[src/rtl/mem_access_stage.sv]
// MEM stage: drives the data-memory req/ack bus for LW/SW, stalls upstream
// while an access is outstanding, and registers the MEM/WB payload.
//
// Ports:
//   clk_i, rst_i (async, active-low)
//   alu_result_i, store_data_i, rsd_i, Op_i, valid_i   EX/MEM inputs
//   mem_req_o, mem_we_o, mem_addr_o, mem_wdata_o       memory request
//   mem_rdata_i, mem_ack_i                             memory response
//   stall_o                                            hold EX/MEM and earlier
//   wb_data_o, rsd_o, reg_write_o, valid_o, err_o      MEM/WB payload
module mem_access_stage #(
    parameter int TIMEOUT_CYCLES = 255,
    parameter int ADDR_W         = 32
) (
    input  logic              clk_i,
    input  logic              rst_i,
    input  logic [31:0]       alu_result_i,
    input  logic [31:0]       store_data_i,
    input  logic [4:0]        rsd_i,
    input  logic [2:0]        Op_i,
    input  logic              valid_i,
    output logic              mem_req_o,
    output logic              mem_we_o,
    output logic [ADDR_W-1:0] mem_addr_o,
    output logic [31:0]       mem_wdata_o,
    input  logic [31:0]       mem_rdata_i,
    input  logic              mem_ack_i,
    output logic              stall_o,
    output logic [31:0]       wb_data_o,
    output logic [4:0]        rsd_o,
    output logic              reg_write_o,
    output logic              valid_o,
    output logic              err_o
);

    typedef enum logic [1:0] {
        IDLE,
        ACCESS,
        DONE
    } state_t;

    localparam logic [7:0] LAST = 8'(TIMEOUT_CYCLES - 1);

    state_t      state_q;
    state_t      state_d;
    logic [7:0]  cnt_q;
    logic [31:0] rdata_q;
    logic        abort_q;
    logic        is_mem;
    logic        misal;

    assign is_mem = valid_i & ((Op_i == 3'b010) | (Op_i == 3'b011));
    assign misal  = |alu_result_i[1:0];

    // A misaligned op never enters ACCESS, so it must not stall.
    // Gated with rst_i so reset releases upstream without waiting for an edge.
    assign stall_o = rst_i & is_mem &
                     (((state_q == IDLE) & ~misal) | (state_q == ACCESS));

    always_comb begin
        state_d = state_q;
        unique case (state_q)
            IDLE:    if (is_mem & ~misal) state_d = ACCESS;
            ACCESS:  if (mem_ack_i | (cnt_q == LAST)) state_d = DONE;
            DONE:    state_d = IDLE;
            default: state_d = IDLE;
        endcase
    end

    always_ff @(posedge clk_i or negedge rst_i) begin
        if (!rst_i) begin
            state_q     <= IDLE;
            cnt_q       <= '0;
            rdata_q     <= '0;
            abort_q     <= 1'b0;
            mem_req_o   <= 1'b0;
            mem_we_o    <= 1'b0;
            mem_addr_o  <= '0;
            mem_wdata_o <= '0;
            wb_data_o   <= '0;
            rsd_o       <= '0;
            reg_write_o <= 1'b0;
            valid_o     <= 1'b0;
            err_o       <= 1'b0;
        end else begin
            state_q     <= state_d;
            valid_o     <= 1'b0;
            reg_write_o <= 1'b0;
            err_o       <= 1'b0;
            unique case (state_q)
                IDLE: begin
                    if (!is_mem) begin
                        wb_data_o   <= alu_result_i;
                        rsd_o       <= rsd_i;
                        valid_o     <= valid_i;
                        reg_write_o <= valid_i & (Op_i[2:1] == 2'b00) &
                                       (|rsd_i);
                    end else if (misal) begin
                        wb_data_o <= '0;
                        rsd_o     <= rsd_i;
                        valid_o   <= 1'b1;
                        err_o     <= 1'b1;
                    end else begin
                        mem_req_o   <= 1'b1;
                        mem_addr_o  <= {alu_result_i[ADDR_W-1:2], 2'b00};
                        mem_we_o    <= (Op_i == 3'b011);
                        mem_wdata_o <= store_data_i;
                        cnt_q       <= '0;
                        abort_q     <= 1'b0;
                    end
                end
                ACCESS: begin
                    if (mem_ack_i) begin
                        mem_req_o <= 1'b0;
                        if (!mem_we_o) rdata_q <= mem_rdata_i;
                    end else if (cnt_q == LAST) begin
                        mem_req_o <= 1'b0;
                        abort_q   <= 1'b1;
                    end else begin
                        cnt_q <= cnt_q + 8'd1;
                    end
                end
                DONE: begin
                    valid_o     <= 1'b1;
                    rsd_o       <= rsd_i;
                    err_o       <= abort_q;
                    wb_data_o   <= (abort_q | mem_we_o) ? '0 : rdata_q;
                    reg_write_o <= ~mem_we_o & ~abort_q & (|rsd_i);
                end
                default: ;
            endcase
        end
    end

endmodule

[config.mk]
export PLATFORM = sky130hd
export DESIGN_NAME = mem_access_stage
export DESIGN_NICKNAME = d
export VERILOG_FILES = /design/src/rtl/mem_access_stage.sv
export SDC_FILE = /design/constraint.sdc
export NUM_CORES = 1
export LEC_CHECK = 0
export BUFFER_PORTS_ARGS = -buffer_cell sky130_fd_sc_hd__buf_2
export CAP_MARGIN = 15
export CORE_AREA = 2 2 115 117
export DETAILED_ROUTE_END_ITERATION = 16
export DIE_AREA = 0 0 117 119
export PLACE_DENSITY = 0.79
export SLEW_MARGIN = 15
export SYNTH_ARGS = -nofsm -noshare
export SYNTH_HDL_FRONTEND = slang
export SYNTH_SLANG_ARGS = --single-unit
export TNS_END_PERCENT = 1
[constraint.sdc]
create_clock -name clk_i -period 1.9 [get_ports clk_i]
set_input_delay 0.19 -clock clk_i [delete_from_list [all_inputs] [get_ports clk_i]]
set_output_delay 0.19 -clock clk_i [all_outputs]
set_load 0.01 [all_outputs]
* Word-level counts from Yosys, hierarchy flattened *
Index checks and enable logic that the tools add are counted.

cells by class
  add/sub/neg operators = 1
  multiply operators = 0
  divide/modulo/power cells = 0
  order comparisons = 0
  equal/unequal tests = 14
  shifts and indexed selects = 0
  mux-type cells = 32
  bitwise logic cells = 16
  reduce and logical (&&, ||, !) cells = 13

operators by type and width
  kind                                                    number
  two-way mux 32 bit                                      3
  one-hot mux 32 bit (2 select lines)                     1
  two-way mux 8 bit                                       4
  one-hot mux 8 bit (2 select lines)                      1
  two-way mux 1 bit                                       12
  two-way mux 5 bit                                       2
  one-hot mux 1 bit (2 select lines)                      5
  one-hot mux 5 bit (2 select lines)                      1
  AND reduction 5 bit                                     2
  bitwise AND 1 bit                                       9
  adder 8 x 1 -> 8 bit (second input constant)            1
  == test 8 bit (second input constant)                   1
  inequality test 2 bit (second input constant)           4
  == test 3 x 2 -> 1 bit (second input constant)          2
  inequality test 2 x 1 -> 1 bit (second input constant)  3
  AND reduction 3 bit                                     2
  OR reduction 5 bit                                      1
  logical NOT 2 bit                                       2
  two-way mux 2 bit                                       2
  bitwise OR 1 bit                                        4
  one-hot mux 2 bit (2 select lines)                      1
  AND reduction 2 bit                                     2
  AND reduction 4 bit                                     1
  nonzero test 2 bit                                      2
  6 further kinds                                         8

word-level totals
  bits in registers = 147
  latch bits = 0
  RAM bits = 0
  bits in read-only memories = 0
  input port bits = 108
  output and inout bits = 107
  word-level logic and storage cells = 89
  memories = 0

* Logic depth before layout (Yosys ltp) *
Gate-level depths: netlist of the first run.

  depth after elaboration = 6
  gate-level depth with buffers = 7
  mapped depth without buffers = 6

* Least setup slack after synthesis of the first run *
OpenSTA, ideal clock, no wires.

  kind = register to register
  start point = reg state_q[0]
  end point = reg rdata_q[11]
  library setup time = 0.125 ns
  arrival time = 1.506 ns
  required time = 1.775 ns
  slack = 0.269 ns
  stages on the path, launching flop included = 8
  period minus slack after synthesis = 1.631 ns
  cell sequence = dfrtp_1 buf_6 nor2b_1 buf_6 and3b_1 buf_2 buf_6 mux2_2

between the ends
  longest elaborated chain between the ends = 2

RTL lines
  item                                  RTL line  text
  start: declaration                    44        state_t state_q;
  start signal: assignment              86        state_q <= state_d;
  == test 2 x 1 -> 1 bit                90        unique case (state_q)
  AND reduction 3 bit (no source line)  n/a
  end signal: assignment                115       if (!mem_we_o) rdata_q <= mem_rdata_i;
  end: declaration                      47        logic [31:0] rdata_q;

No other way between the ends.
A chain may end at the register's enable or synchronous reset.

* Worst setup path after layout of the first run *
  start point = reg state_q[0]
  end point = out stall_o

between the ends
  longest elaborated chain between the ends = 4
  elaborated cells between the ends (all ways) = 5
  classes of those cells = eq/ne (1); bitwise (3); reduce/logical (1)

RTL lines
  item                 RTL line  text
  logical NOT 2 bit    58        (((state_q == IDLE) & ~misal) | (state_q == ACCESS));
  bitwise AND 1 bit    58
  bitwise OR 1 bit *   58
  bitwise AND 1 bit *  57        assign stall_o = rst_i & is_mem &
  end: declaration     28        output logic stall_o,

Every way passes the cells marked *; elsewhere a longest branch is shown, timed or not.

==> flow_summary_export.csv, run 1 <==
group,metric,value,unit
finish,syn_to_final_growth,31.53,%
global_routing,grt.overflow.total,0,
synth,netlist.top_cell.by_area,"dfrtp_1",
timing,period_share,87.18,%
synth,synth_flop_cell,"dfrtp_1",
detailed_routing,viasPerCell,5.205,
die,num_rows,42,
die,initial_core_util,48.48,%
clocking,insertion_delay,0.40,ns
finish,stdcell_count,864,
power,power.share.switching,26.54,%
critical_path,reg2reg_depth,5,
detailed_routing,vias,4497,
worst_hold_path,min_path_type,"in -> reg",
finish,drive_gt1_share,52.33,%
synth,async_flop_share,100.0,%
job,drv_cap,0,
die,io_pins,215,
timing,finClkSkew,0.008808,ns
power,switching_power,2492,uW
die,die_width,117,um
timing,max_freq,603.7,MHz
global_routing,grt_pass1_vias,4753,
detailed_routing,ant_nets,0,
synth,synth_top_area_share,58.93,%
global_routing,track_usage,22.14,%
critical_path,setup.worst_path.class,"reg -> out",
finish,multi_input_comb_area,2354,um2
synth,yosysMostFrequentCell,"dfrtp_1",
worst_hold_path,hold_depth,2,
finish,seqCellArea,3679,um2
worst_hold_path,holdPathEnd,"rdata_q[2]",
synth,synth.cells.most_frequent,"dfrtp_1, mux2_4, a21oi_1",
detailed_routing,dr.first_iter.drc_count,372,
clocking,htreeDepth,4,
synth,synth-seq-cells,147,
critical_path,crit_family,"flip-flops",
status,status,"complete, no violations",
synth,seq_area_frac_synth,58.93,%
timing,max_slew_margin,55.34,%
clocking,cts_root_buf,"clkbuf_16",
placement,place.gp.congestion,0.8046,
power,clockPowerShare,35.1,%
synth,synth_cells,448,
placement,hpwlAfterDp,10560,um
timing,layout_min_cycle_time,1.656,ns
detailed_routing,drc_errors,0,
finish,final_nets,786,
synth,synth_cell_types,39,
synth,mappedNetlistArea,6242,um2
timing,finalHoldViolations,0,
synth,synthTopCellsByArea,"dfrtp_1, mux2_4, mux2_2",
global_routing,grt_pass1_wl,23890,um
critical_path,arrival,1.47,ns
critical_path,start_kind,"flop",
placement,dp_cells,824,
critical_path,slowest_stage,"dfrtp_1",
detailed_routing,wirelength,15100,um
timing,hold_ws,0.01542,ns
critical_path,rr_startpoint,"state_q[1]",
critical_path,slowest_delay,0.41,ns
critical_path,cp_num_buf_inv,2,
synth,synth_edf_count,0,
clocking,cts_setup_buffers,0,
clocking,clkTransAtPathRegs,0.06,ns
power,p_int,6897,uW
die,dieArea,13920,um2
timing,setup_viol,0,
die,core_area,12870,um2
timing,setup-tns-final,0,ns
detailed_routing,wl_per_cell,17.48,um
finish,utilization,63.77,%
critical_path,regToRegSetupSlack,0.25,ns
critical_path,critical_path_required,1.71,ns
power,power_leakage,0.004260,uW
synth,syn_avg_cell_area,13.93,um2
clocking,clock_path_buffers,2,
timing,tightest_slew,0.6699,ns
finish,n_fill_cell,984,
clocking,clock-sinks,147,
die,die_h,119,um
timing,rsz0062_at_grt,"no",
critical_path,end_kind,"output port",
global_routing,grt_max_degree,123,
power,combPwrFrac,19.8,%
global_routing,antenna_found_initial,0,
worst_hold_path,hold_start,"mem_rdata_i[2]",
power,peakVddDrop,554.5,uV
detailed_routing,drt-pass1-iter-count,5,
timing,maxSlewViolCount,0,
clocking,cts-buffers-inserted,17,
finish,antenna-diode-count,0,
critical_path,reg2reg_to,"wb_data_o[25]",
clocking,cts_tree,"done",
power,p_per_area,1143,nW/um2
critical_path,cp_cell_sequence,"buf_4, o21ai_0, nor3b_1, buf_2",
synth,synth_warnings,0,
power,power_frac_seq,45.0,%
placement,io_buffer_count,212,
critical_path,critPathMaxFanout,7,
state kept, by name, indices dropped and copies added (netlist names):
register / flops
mem_addr_o: 30
mem_we_o: 1
state_q: 2
wb_data_o: 32
abort_q: 1
rdata_q: 32
mem_req_o: 1
valid_o: 1
mem_wdata_o: 32
reg_write_o: 1
rsd_o: 5
cnt_q: 8
err_o: 1
kinds of logic after synthesis:
group | count (synthesis) | share of synthesized area [%]
buffers and inverters | 34 | 3.748
DFF | 147 | 58.93
adders and majority gates | 2 | 0.4008
and+or+nand+nor | 70 | 5.893
muxes | 101 | 21.75
other | 1 | 0.06007
AOI/OAI and AO/OA | 93 | 9.220
cells in the final DEF, fill, tap and decap left out, types with 2 or more instances in the layout:
cell           synthesis  final
mux2_1                 6      6
o21ai_0                5      5
clkinv_4               0      3
clkinvlp_4             0      4
nand2_1                6      6
nor2b_1                2      2
clkbuf_16              0     17
nand3_1                5      5
a21oi_1               42     41
a22oi_1               33     33
buf_4                  3     12
nand4_1                3      3
clkbuf_8               0      3
conb_1                 1      2
mux2_4                59     59
buf_2                 10    211
bufinv_16              0      2
inv_1                  4      4
buf_12                 0      5
dlygate4sd3_1          0      9
a21oi_4                0      2
nor2_1                40     40
dfrtp_1              147    147
a31oi_1                4      4
mux2_2                35     35
nor3_1                 3      3
o31ai_1                2      2
ha_1                   2      2
o211ai_1               2      2
stage by stage:
stage          area, um2  total power, uW  setup slack, ns
2_1_floorplan       6246             5266           0.2690
3_3_place_gp        7525             5996           0.3242
3_5_place_dp        7525             6131           0.2944
4_1_cts             8190             9480           0.2174
5_1_grt             8210             9864           0.1081
6_report            8210             9388           0.2436
worst max path at each step:
stage,startpoint,to,slack [ns],cells after the start
after global routing,state_q[1],wb_data_o[0],0.11,5
after CTS,state_q[0],stall_o,0.22,4
after global placement,state_q[0],reg_write_o,0.32,5
after detailed placement,state_q[1],wb_data_o[31],0.29,5
final,state_q[0],stall_o,0.24,4
after floorplan,state_q[0],rdata_q[11],0.27,7
repair_timing:
action / 4_1_cts / 5_1_grt
hold endpoints to repair: 31 / 2
hold buffers: 7 / 2
resized for setup: 0 / 0
power by group through the flow:
stage | Sequential [uW] | Clock [uW] | Combinational (uW)
finish | 4230 | 3300 | 1860
global placement | 4210 | 0 | 1790
global route | 4310 | 3530 | 2030
detailed placement | 4260 | 0 | 1870
CTS | 4220 | 3370 | 1890
floorplan | 4370 | 0 | 894
layer usage:
layer	share of wire [%]	up-vias	GRT usage, %
li1	-	2065	-
met1	40	2246	26.60
met2	53	163	38.80
met3	5.0	23	5.089
met4	1.7	0	7.353
met5	0	-	0
layout make-up:
type,count,area share [%]
clock buffer,21,5.730
clock inverter,10,1.524
inverter,4,0.1829
multi-input combinational,268,28.67
sequential,147,44.80
tap,176,2.682
timing repair buffer,238,16.41
Power figures use the tool's default switching activity.
==> run 2: changes to the inputs <==
- CORE_AREA: 2 2 115 117 -> 2 2 83 164
- DIE_AREA: 0 0 117 119 -> 0 0 85 166
- PLACE_DENSITY: 0.79 -> 0.78
==> run 2 against run 1 <==
First-iteration DRC count decreased by 42%. Utilization increased by 0.59 points. Flip-flop and latch count unchanged. Non-clock buffer count increased by 15. Critical path type is now reg -> reg. Largest cell class unchanged.
==> flow_summary_export.csv, run 2 (synthesis gave the netlist of run 1 again) <==
group,metric,value,unit
finish,multi_input_comb_area,2354,um2
timing,rsz0062_at_grt,"no",
finish,stdcell_count,858,
critical_path,end_kind,"flop",
power,power_leakage,0.004332,uW
finish,drive_gt1_share,51.42,%
clocking,cts_root_buf,"clkbuf_16",
critical_path,path_depth,4,
global_routing,track_usage,23.89,%
timing,setup_viol,0,
worst_hold_path,holdPathEnd,"rdata_q[13]",
clocking,clock-sinks,147,
detailed_routing,routed-wl-met2,9032,um
critical_path,arrival,2.05,ns
detailed_routing,ant_nets,0,
critical_path,slowest_stage,"dfrtp_1",
die,core_area,12920,um2
critical_path,crit_family,"simple AND/OR/NAND/NOR gates",
clocking,clkTransAtPathRegs,0.06,ns
detailed_routing,vias,4650,
critical_path,start_kind,"flop",
timing,setup-tns-final,0,ns
global_routing,grt.overflow.total,0,
clocking,cts_setup_buffers,0,
timing,layout_min_cycle_time,1.762,ns
finish,n_fill_cell,979,
critical_path,regToRegSetupSlack,0.14,ns
die,initial_core_util,48.32,%
timing,period_share,92.74,%
die,dieArea,14110,um2
critical_path,slowest_delay,0.48,ns
timing,max_freq,567.5,MHz
clocking,clock_path_buffers,2,
power,p_total,9307,uW
timing,finClkSkew,0.009579,ns
detailed_routing,top_layer,"met4",
global_routing,grt_max_degree,148,
critical_path,critPathMaxFanout,28,
detailed_routing,viasPerCell,5.420,
die,die_width,85,um
detailed_routing,m1WireLength,5693,um
finish,syn_to_final_growth,33.19,%
global_routing,antenna_found_initial,2,
clocking,htreeDepth,4,
power,peakVddDrop,1015,uV
critical_path,cp_num_buf_inv,1,
die,num_rows,59,
timing,maxSlewViolCount,0,
placement,place.gp.congestion,0.8485,
status,status,"complete, no violations",
critical_path,cp_cell_sequence,"nor4_4, nand2_4, buf_4, mux2_4",
finish,seqCellArea,3679,um2
clocking,cts_tree,"done",
detailed_routing,dr.first_iter.drc_count,216,
job,drv_cap,0,
clocking,insertion_delay,0.41,ns
clocking,cts-buffers-inserted,17,
global_routing,grt_pass1_vias,5143,
timing,tightest_slew,0.7657,ns
finish,layout_commonest_cell,"buf_2",
placement,io_buffer_count,212,
finish,reg.largest.list,"mem_wdata_o (32), rdata_q (32), wb_data_o (32)",
detailed_routing,drt-pass1-iter-count,4,
detailed_routing,drc_errors,0,
critical_path,setup.worst_path.class,"reg -> reg",
power,p_per_area,1119,nW/um2
die,die_h,166,um
finish,final_nets,801,
detailed_routing,wl_met3,705,um
placement,hpwlAfterDp,11290,um
worst_hold_path,min_path_type,"in -> reg",
detailed_routing,wirelength,16040,um
critical_path,rr_startpoint,"state_q[0]",
placement,place_area,7507,um2
placement,dp_cells,800,
finish,fin_area,8314,um2
worst_hold_path,hold_depth,2,
finish,layout_common_cells,"buf_2, dfrtp_1, mux2_4, a21oi_1, nor2_1",
timing,max_slew_margin,48.95,%
timing,finalHoldViolations,0,
global_routing,grt_pass1_wl,26480,um
die,io_pins,215,
critical_path,critical_path_required,2.19,ns
worst_hold_path,hold_start,"mem_rdata_i[13]",
critical_path,reg2reg_depth,4,
detailed_routing,wl_per_cell,18.70,um
critical_path,reg2reg_to,"mem_addr_o[22]",
==> run 2: cell types whose count changed in the layout (fill, tap and decap cells not counted), moves of 2 or more <==
cell and delta:
clkinvlp_4 -4, bufinv_16 -2, clkbuf_8 -3, inv_6 +5
clkinv_2 +2, dlygate4sd3_1 +15, diode_2 +2, inv_8 +5
==> run 2: how the worst max path moves through the flow <==
| stage | start | to | slack, ns |
|---|---|---|---|
| 2_1_floorplan | state_q[0] | rdata_q[11] | 0.27 |
| 3_3_place_gp | state_q[0] | rsd_o[2] | 0.20 |
| 3_5_place_dp | state_q[1] | rsd_o[4] | 0.16 |
| 4_1_cts | state_q[0] | rsd_o[4] | 0.15 |
| 5_1_grt | state_q[0] | cnt_q[0] | 0.02 |
| 6_report | state_q[0] | mem_addr_o[22] | 0.14 |
==> run 2: area by class of cell <==
| type | instances | area share, % |
|---|---|---|
| sequential | 147 | 44.24 |
| multi-input combinational | 268 | 28.31 |
| timing repair buffer | 253 | 18.16 |
| clock buffer | 17 | 5.117 |
| tap | 152 | 2.287 |
| clock inverter | 15 | 1.640 |
| inverter | 4 | 0.1806 |
| antenna | 2 | 0.06020 |
==> run 2: repair_timing <==
item / CTS / global route
hold buffers: 23 / 1
hold endpoints to repair: 169 / 1
resized for setup: 0 / 0
==> run 2: power by group <==
part | switching, uW | internal, uW
Clock | 1450 | 1740
Sequential | 418 | 3800
Combinational | 828 | 1070
Total | 2690 | 6620
==> run 2: through the flow <==
step | hold WS, ns | utilization, % | setup slack, ns
2_1_floorplan | -0.1056 | - | 0.2690
3_3_place_gp | 0.3837 | 58.11 | 0.2028
3_5_place_dp | 0.4018 | 58.11 | 0.1629
4_1_cts | 0.00005695 | 64.24 | 0.1467
5_1_grt | 0.003033 | 64.36 | 0.02416
6_report | 0.01415 | 64.36 | 0.1379
==> run 2: worst register-to-register path: stages, from the launching register on <==
cell and delay [ns]:
dfrtp_1 0.48, nor4_4 0.39, nand2_4 0.10, buf_4 0.29, mux2_4 0.39
==> run 2: layer usage <==
layer / vias to the layer above / GRT usage (%)
li1: 2102 / -
met1: 2340 / 26.28
met2: 166 / 43.34
met3: 42 / 4.125
met4: 0 / 11.39
met5: - / 0
